[src/rtl/if_id_decode_if.sv]
// IF/ID decode bus: fetch-side inputs, writeback port, and decoded outputs.
// The master side (fetch/writeback environment) drives the inputs; the
// decode stage is the slave.
interface if_id_decode_if;
  logic [31:0] instruction;
  logic [31:0] PC;
  logic        halt;
  logic        stall;
  logic        flush;
  logic        wb_wen;
  logic [4:0]  wb_rd;
  logic [31:0] wb_data;

  logic        id_valid;
  logic [31:0] id_pc;
  logic [31:0] id_instr;
  logic [4:0]  rs1;
  logic [4:0]  rs2;
  logic [4:0]  rd;
  logic [2:0]  funct3;
  logic [6:0]  funct7;
  logic [6:0]  opcode;
  logic [31:0] rs1_data;
  logic [31:0] rs2_data;
  logic [31:0] imm;
  logic        halt_out;

  modport master (
    output instruction, PC, halt, stall, flush, wb_wen, wb_rd, wb_data,
    input  id_valid, id_pc, id_instr, rs1, rs2, rd, funct3, funct7, opcode,
    input  rs1_data, rs2_data, imm, halt_out
  );

  modport slave (
    input  instruction, PC, halt, stall, flush, wb_wen, wb_rd, wb_data,
    output id_valid, id_pc, id_instr, rs1, rs2, rd, funct3, funct7, opcode,
    output rs1_data, rs2_data, imm, halt_out
  );
endinterface

[src/rtl/if_id_decode.sv]
// IF/ID pipeline register, field decode, immediate generation, 32x32
// register file and halt sequencing.
// Optional feature: define ID_BYPASS_EN for same-cycle writeback
// write-through on the register-file read ports.
//
// state     | meaning
// ----------+-----------------------------------------------------------
// RUN       | normal capture of fetched instructions
// HALT_PEND | halt instruction sits in IF/ID; a flush can still cancel it
// HALTED    | processor stopped, halt_out=1, only rst leaves this state
module if_id_decode (
  input  logic            clk,
  input  logic            rst,
  if_id_decode_if.slave   bus
);

  localparam logic [31:0] NOP = 32'h0000_0013;

  typedef enum logic [1:0] {RUN, HALT_PEND, HALTED} state_t;

  state_t      state;
  logic        id_valid_q;
  logic [31:0] id_pc_q;
  logic [31:0] id_instr_q;
  logic        halt_out_q;
  logic [31:0] regs [32];
  logic [31:0] imm_c;
  logic [31:0] rs1_rd;
  logic [31:0] rs2_rd;

  // IF/ID register and halt FSM with registered outputs
  always_ff @(posedge clk) begin
    if (rst) begin
      state      <= RUN;
      id_valid_q <= 1'b0;
      id_pc_q    <= 32'd0;
      id_instr_q <= NOP;
      halt_out_q <= 1'b0;
    end else begin
      case (state)
        RUN: begin
          if (bus.flush) begin
            id_valid_q <= 1'b0;
            id_instr_q <= NOP;
          end else if (!bus.stall) begin
            id_valid_q <= 1'b1;
            id_pc_q    <= bus.PC;
            id_instr_q <= bus.instruction;
            if (bus.halt) state <= HALT_PEND;
          end
        end
        HALT_PEND: begin
          if (bus.flush) begin
            id_valid_q <= 1'b0;
            id_instr_q <= NOP;
            state      <= RUN;
          end else if (!bus.stall) begin
            id_valid_q <= 1'b0;
            halt_out_q <= 1'b1;
            state      <= HALTED;
          end
        end
        HALTED: begin
          id_valid_q <= 1'b0;
          halt_out_q <= 1'b1;
        end
        default: state <= RUN;
      endcase
    end
  end

  // Register file write port; keeps retiring writebacks in every FSM state
  always_ff @(posedge clk) begin
    if (rst) begin
      for (int i = 0; i < 32; i++) regs[i] <= 32'd0;
    end else if (bus.wb_wen && (bus.wb_rd != 5'd0)) begin
      regs[bus.wb_rd] <= bus.wb_data;
    end
  end

  assign bus.id_valid = id_valid_q;
  assign bus.id_pc    = id_pc_q;
  assign bus.id_instr = id_instr_q;
  assign bus.halt_out = halt_out_q;

  assign bus.rs1    = id_instr_q[19:15];
  assign bus.rs2    = id_instr_q[24:20];
  assign bus.rd     = id_instr_q[11:7];
  assign bus.funct3 = id_instr_q[14:12];
  assign bus.funct7 = id_instr_q[31:25];
  assign bus.opcode = id_instr_q[6:0];

  // Immediate generation by opcode, sign-extended from bit 31
  always_comb begin
    imm_c = 32'd0;
    case (id_instr_q[6:0])
      7'b0010011, 7'b0000011, 7'b1100111:
        imm_c = {{20{id_instr_q[31]}}, id_instr_q[31:20]};
      7'b0100011:
        imm_c = {{20{id_instr_q[31]}}, id_instr_q[31:25], id_instr_q[11:7]};
      7'b1100011:
        imm_c = {{19{id_instr_q[31]}}, id_instr_q[31], id_instr_q[7],
                 id_instr_q[30:25], id_instr_q[11:8], 1'b0};
      7'b0110111, 7'b0010111:
        imm_c = {id_instr_q[31:12], 12'd0};
      7'b1101111:
        imm_c = {{11{id_instr_q[31]}}, id_instr_q[31], id_instr_q[19:12],
                 id_instr_q[20], id_instr_q[30:21], 1'b0};
      default: imm_c = 32'd0;
    endcase
  end

  assign bus.imm = imm_c;

  // Asynchronous operand reads; x0 always reads as zero
  always_comb begin
    rs1_rd = regs[id_instr_q[19:15]];
    rs2_rd = regs[id_instr_q[24:20]];
`ifdef ID_BYPASS_EN
    if (bus.wb_wen && (bus.wb_rd == id_instr_q[19:15])) rs1_rd = bus.wb_data;
    if (bus.wb_wen && (bus.wb_rd == id_instr_q[24:20])) rs2_rd = bus.wb_data;
`else
`endif
    if (id_instr_q[19:15] == 5'd0) rs1_rd = 32'd0;
    if (id_instr_q[24:20] == 5'd0) rs2_rd = 32'd0;
  end

  assign bus.rs1_data = rs1_rd;
  assign bus.rs2_data = rs2_rd;

endmodule
[src/flat_wrapper.sv]
// flat-port wrapper written by rule: the top's interface ports become plain ports
module if_id_decode_flat 
  (clk, rst, bus_instruction, bus_PC, bus_halt, bus_stall, bus_flush, bus_wb_wen, bus_wb_rd, bus_wb_data, bus_id_valid, bus_id_pc, bus_id_instr, bus_rs1, bus_rs2, bus_rd, bus_funct3, bus_funct7, bus_opcode, bus_rs1_data, bus_rs2_data, bus_imm, bus_halt_out);
  if_id_decode_if bus_i ();
  input  logic clk;
  input  logic rst;
  input wire logic [$bits(bus_i.instruction)-1:0] bus_instruction;
  input wire logic [$bits(bus_i.PC)-1:0] bus_PC;
  input wire logic [$bits(bus_i.halt)-1:0] bus_halt;
  input wire logic [$bits(bus_i.stall)-1:0] bus_stall;
  input wire logic [$bits(bus_i.flush)-1:0] bus_flush;
  input wire logic [$bits(bus_i.wb_wen)-1:0] bus_wb_wen;
  input wire logic [$bits(bus_i.wb_rd)-1:0] bus_wb_rd;
  input wire logic [$bits(bus_i.wb_data)-1:0] bus_wb_data;
  output wire logic [$bits(bus_i.id_valid)-1:0] bus_id_valid;
  output wire logic [$bits(bus_i.id_pc)-1:0] bus_id_pc;
  output wire logic [$bits(bus_i.id_instr)-1:0] bus_id_instr;
  output wire logic [$bits(bus_i.rs1)-1:0] bus_rs1;
  output wire logic [$bits(bus_i.rs2)-1:0] bus_rs2;
  output wire logic [$bits(bus_i.rd)-1:0] bus_rd;
  output wire logic [$bits(bus_i.funct3)-1:0] bus_funct3;
  output wire logic [$bits(bus_i.funct7)-1:0] bus_funct7;
  output wire logic [$bits(bus_i.opcode)-1:0] bus_opcode;
  output wire logic [$bits(bus_i.rs1_data)-1:0] bus_rs1_data;
  output wire logic [$bits(bus_i.rs2_data)-1:0] bus_rs2_data;
  output wire logic [$bits(bus_i.imm)-1:0] bus_imm;
  output wire logic [$bits(bus_i.halt_out)-1:0] bus_halt_out;
  assign bus_i.instruction = bus_instruction;
  assign bus_i.PC = bus_PC;
  assign bus_i.halt = bus_halt;
  assign bus_i.stall = bus_stall;
  assign bus_i.flush = bus_flush;
  assign bus_i.wb_wen = bus_wb_wen;
  assign bus_i.wb_rd = bus_wb_rd;
  assign bus_i.wb_data = bus_wb_data;
  assign bus_id_valid = bus_i.id_valid;
  assign bus_id_pc = bus_i.id_pc;
  assign bus_id_instr = bus_i.id_instr;
  assign bus_rs1 = bus_i.rs1;
  assign bus_rs2 = bus_i.rs2;
  assign bus_rd = bus_i.rd;
  assign bus_funct3 = bus_i.funct3;
  assign bus_funct7 = bus_i.funct7;
  assign bus_opcode = bus_i.opcode;
  assign bus_rs1_data = bus_i.rs1_data;
  assign bus_rs2_data = bus_i.rs2_data;
  assign bus_imm = bus_i.imm;
  assign bus_halt_out = bus_i.halt_out;
  if_id_decode u_core (.clk(clk), .rst(rst), .bus(bus_i));
endmodule
[config.mk]
export PLATFORM = sky130hd
export DESIGN_NAME = if_id_decode_flat
export DESIGN_NICKNAME = d
export VERILOG_FILES = /design/src/rtl/if_id_decode_if.sv /design/src/rtl/if_id_decode.sv /design/src/flat_wrapper.sv
export SDC_FILE = /design/constraint.sdc
export NUM_CORES = 2
export LEC_CHECK = 0
export ABC_CLOCK_PERIOD_IN_PS = 1800
export BUFFER_PORTS_ARGS = -buffer_cell sky130_fd_sc_hd__buf_2
export CAP_MARGIN = 40
export CORE_MARGIN = 5
export CORE_UTILIZATION = 30
export CTS_BUF_LIST = sky130_fd_sc_hd__clkbuf_16
export DETAILED_ROUTE_END_ITERATION = 6
export SYNTH_ARGS = -nofsm -noshare
export SYNTH_HDL_FRONTEND = slang
export SYNTH_SLANG_ARGS = --single-unit
[constraint.sdc]
create_clock -name clk -period 1.8 [get_ports clk]
set_clock_uncertainty 0.1 [all_clocks]
set_input_delay 0.09 -clock clk [delete_from_list [all_inputs] [get_ports clk]]
set_output_delay 0.09 -clock clk [all_outputs]
set_load 0.03 [all_outputs]
==> impl_metrics.json <==
{
  "relSlewSlack_pct": 59.4,
  "period_minus_slack_ns": 3.11,
  "io_buffers": 300,
  "drtIter0Drc": 5095,
  "layout_common_cells": "edfxtp_1 (1024), and2_1 (992), mux4_2 (440), buf_4 (345), buf_12 (230)",
  "grt_usage_pct": 21.1,
  "powerDensity_mw_per_mm2": 1140,
  "holdPathStages": 4,
  "critPathArrivalTime_ns": 2.92,
  "switching_share_pct": 34.0,
  "synth_edf_count": 1024,
  "grt_max_degree": 77,
  "mostFrequentLayoutCell": "edfxtp_1",
  "p_comb_share_pct": 39.1,
  "tns_ns": -103.84,
  "wl_um": 223000,
  "final_hold_viol_count": 0,
  "num_rows": 161,
  "setup_viol_count_final": 96,
  "status": "finished with violations",
  "detail-route-antenna-nets": 0,
  "fin_crit_sh_pct": 173,
  "hold_class": "input port to flip-flop",
  "finalNetCount": 4871,
  "antenna_found_initial": 25,
  "fin_cells": 7382,
  "power_frac_seq_pct": 34.6,
  "p_leak_nw": 27.0,
  "grt_pass1_wl_um": 310000,
  "clk_latency_ns": 0.74,
  "ys_async_sr_fraction_pct": 0,
  "die_area_mm2": 0.203,
  "h-tree-depth": 3,
  "globalplace.congestion": 0.870,
  "setup_slack_ns": -1.31,
  "place_area_mm2": 0.0695,
  "grt_pass1_vias": 41100,
  "tightest_slew_ns": 0.609,
  "die_w_um": 450,
  "numCtsBuffers": 112,
  "r2r_setup_slack_ns": 0.05,
  "grt_overflow": 0,
  "cts_root_buffer": "clkbuf_16",
  "startpoint_type": "flip-flop",
  "violations": "negative setup slack",
  "cts_tree": "built",
  "cts_sinks": 1102,
  "maxCapViolations": 0,
  "fillers": 17300,
  "drt_first_pass_iters": 5,
  "wl_per_cell_um": 30.2,
  "syn_inst": 3967,
  "report.power.total_mw": 88.5,
  "clk_pin_slew_ns": 0.07,
  "rr_startpoint": "u_core.state[1]$_SDFFE_PP0P_",
  "holdPathEnd": "u_core.bus.id_pc[15]$_SDFFE_PP0P_",
  "core_area_mm2": 0.193,
  "rsz0062_at_grt": "yes",
  "clock_power_share_pct": 26.3,
  "ys.flop_type": "edfxtp_1",
  "cp_max_fo": 7,
  "maxSlewViolCount": 0,
  "dp_hpwl_um": 147000,
  "ys_warn_count": 0,
  "start_util_pct": 30.2,
  "criticalPathCategory": "flip-flop to output port",
  "vias_per_cell": 5.51,
  "max_freq_mhz": 322,
  "reg2reg_depth": 8,
  "p_sw_mw": 30.1,
  "yosysSeqAreaShare_pct": 55.6,
  "p_int_mw": 58.4,
  "die_y_um": 450,
  "synth_cell_types": 55,
  "drc": 0,
  "drive_above_1_share_pct": 41.1,
  "syn_area_per_cell_um2": 14.7,
  "via_count": 40700,
  "synth-seq-cells": 1102,
  "holdCritStartpoint": "bus_PC[15]",
  "cts_buffer_depth": 3,
  "ir_drop_uv": 1030,
  "endpoint_kind": "output port",
  "crit_required_ns": 1.61,
  "io_pins": 301,
  "syn2layout_area_growth_pct": 33.5,
  "r2r_end": "u_core.bus.id_pc[2]$_SDFFE_PP0P_",
  "fin_hold_ws_ns": 0.0560,
  "final_area_mm2": 0.0776,
  "syn_area_mm2": 0.0581,
  "placed_cells": 6917
}
[per-layer routing]
metal | global-route usage (%) | vias to the layer above | part of all wire [%]
met2 | 34.6 | 2363 | 47
li1 | - | 16800 | -
met3 | 3.56 | 440 | 8.6
met1 | 27.6 | 21100 | 39
met4 | 9.55 | 0 | 5.4
met5 | 0 | - | 0
[area by class of cell]
class / instances / area (um^2) / area share, %
Antenna cell: 4 / 10.0 / 0.0129
Clock buffer: 116 / 2900 / 3.74
Timing Repair Buffer: 1102 / 12400 / 16.0
Sequential cell: 1102 / 32400 / 41.7
Multi-Input combinational cell: 2435 / 26000 / 33.6
Clock inverter: 90 / 648 / 0.835
Inverter: 7 / 55.1 / 0.0709
Tap cell: 2526 / 3160 / 4.07
[what timing repair did]
action | in CTS | in global routing
endpoints found under the hold margin | 1094 | 0
endpoints found under the setup margin | 107 | 152
resized for setup | 374 | 92
buffers inserted | 68 | 52
hold buffers | 120 | 0
gates cloned | 20 | 13
pin swaps | 85 | 65
[critical path, stage by stage, from the launching register on]
cell     delay, ns
dfxtp_4       0.36
buf_12        0.17
buf_12        0.18
buf_12        0.15
mux4_2        0.50
mux2i_2       0.22
a221o_1       0.33
a31oi_4       0.06
buf_12        0.17
[metrics by stage]
stage / setup WS, ns / utilization, %
floorplan: -0.104 / -
global placement: -0.668 / 36.1
detailed placement: -0.689 / 36.1
CTS: -1.36 / 39.9
global route: -1.37 / 40.3
finish: -1.31 / 40.3
[state kept, by name, indices dropped and copies added (netlist names), named ones only]
| register | flops |
|---|---|
| u_core.bus.id_valid | 1 |
| u_core.bus.halt_out | 1 |
| u_core.bus.id_instr | 32 |
| u_core.state | 2 |
| u_core.regs | 1024 |
| u_core.bus.id_pc | 32 |
[worst max-delay path by stage]
stage	cells after the start	end	slack, ns	start
after CTS	9	bus_rs1_data[15]	-1.36	flip-flop
after global routing	8	bus_rs1_data[28]	-1.37	flip-flop
after global placement	9	bus_rs1_data[24]	-0.67	flip-flop
final	8	bus_rs1_data[28]	-1.31	flip-flop
after detailed placement	9	bus_rs1_data[24]	-0.69	flip-flop
after floorplan	8	bus_rs1_data[29]	-0.10	flip-flop
[cell usage after synthesis (32+ instances only)]
library cell  count  share of area, %
a221oi_1         48              0.72
a31oi_1          65              0.70
a21oi_1          64              0.55
nand2_1         134              0.87
mux4_2          431                17
buf_2            58              0.50
a221o_1          65               1.1
mux2i_1         257               4.4
clkbuf_1        255               1.6
nor2_1           39              0.25
buf_4            84               1.1
edfxtp_1       1024                53
and2_1         1001                11
o21ai_0          37              0.32
a22oi_1          64              0.83
dfxtp_1          78               2.7
or2_2            32              0.34
[power by group through the flow]
stage / clock, mW / sequential (mW) / combinational, mW
2_1_floorplan: 0 / 31.1 / 16.9
3_3_place_gp: 0 / 31.0 / 29.8
3_5_place_dp: 0 / 31.1 / 29.9
4_1_cts: 23.6 / 30.6 / 33.6
5_1_grt: 24.6 / 30.8 / 35.7
6_report: 23.3 / 30.6 / 34.6
[cells by family (layout without fill, tap and decap cells)]
family	Yosys count	in the layout	share of synthesized area (%)
muxes	705	705	21.9
buffers and inverters	462	1315	4.26
and+or+nand+nor	1284	1285	13.1
adders and majority gates	4	4	0.0861
AOI/OAI and AO/OA	409	409	5.09
other	1	36	0.00645
DFF	1102	1102	55.6
(Power assumes the default switching activity.)
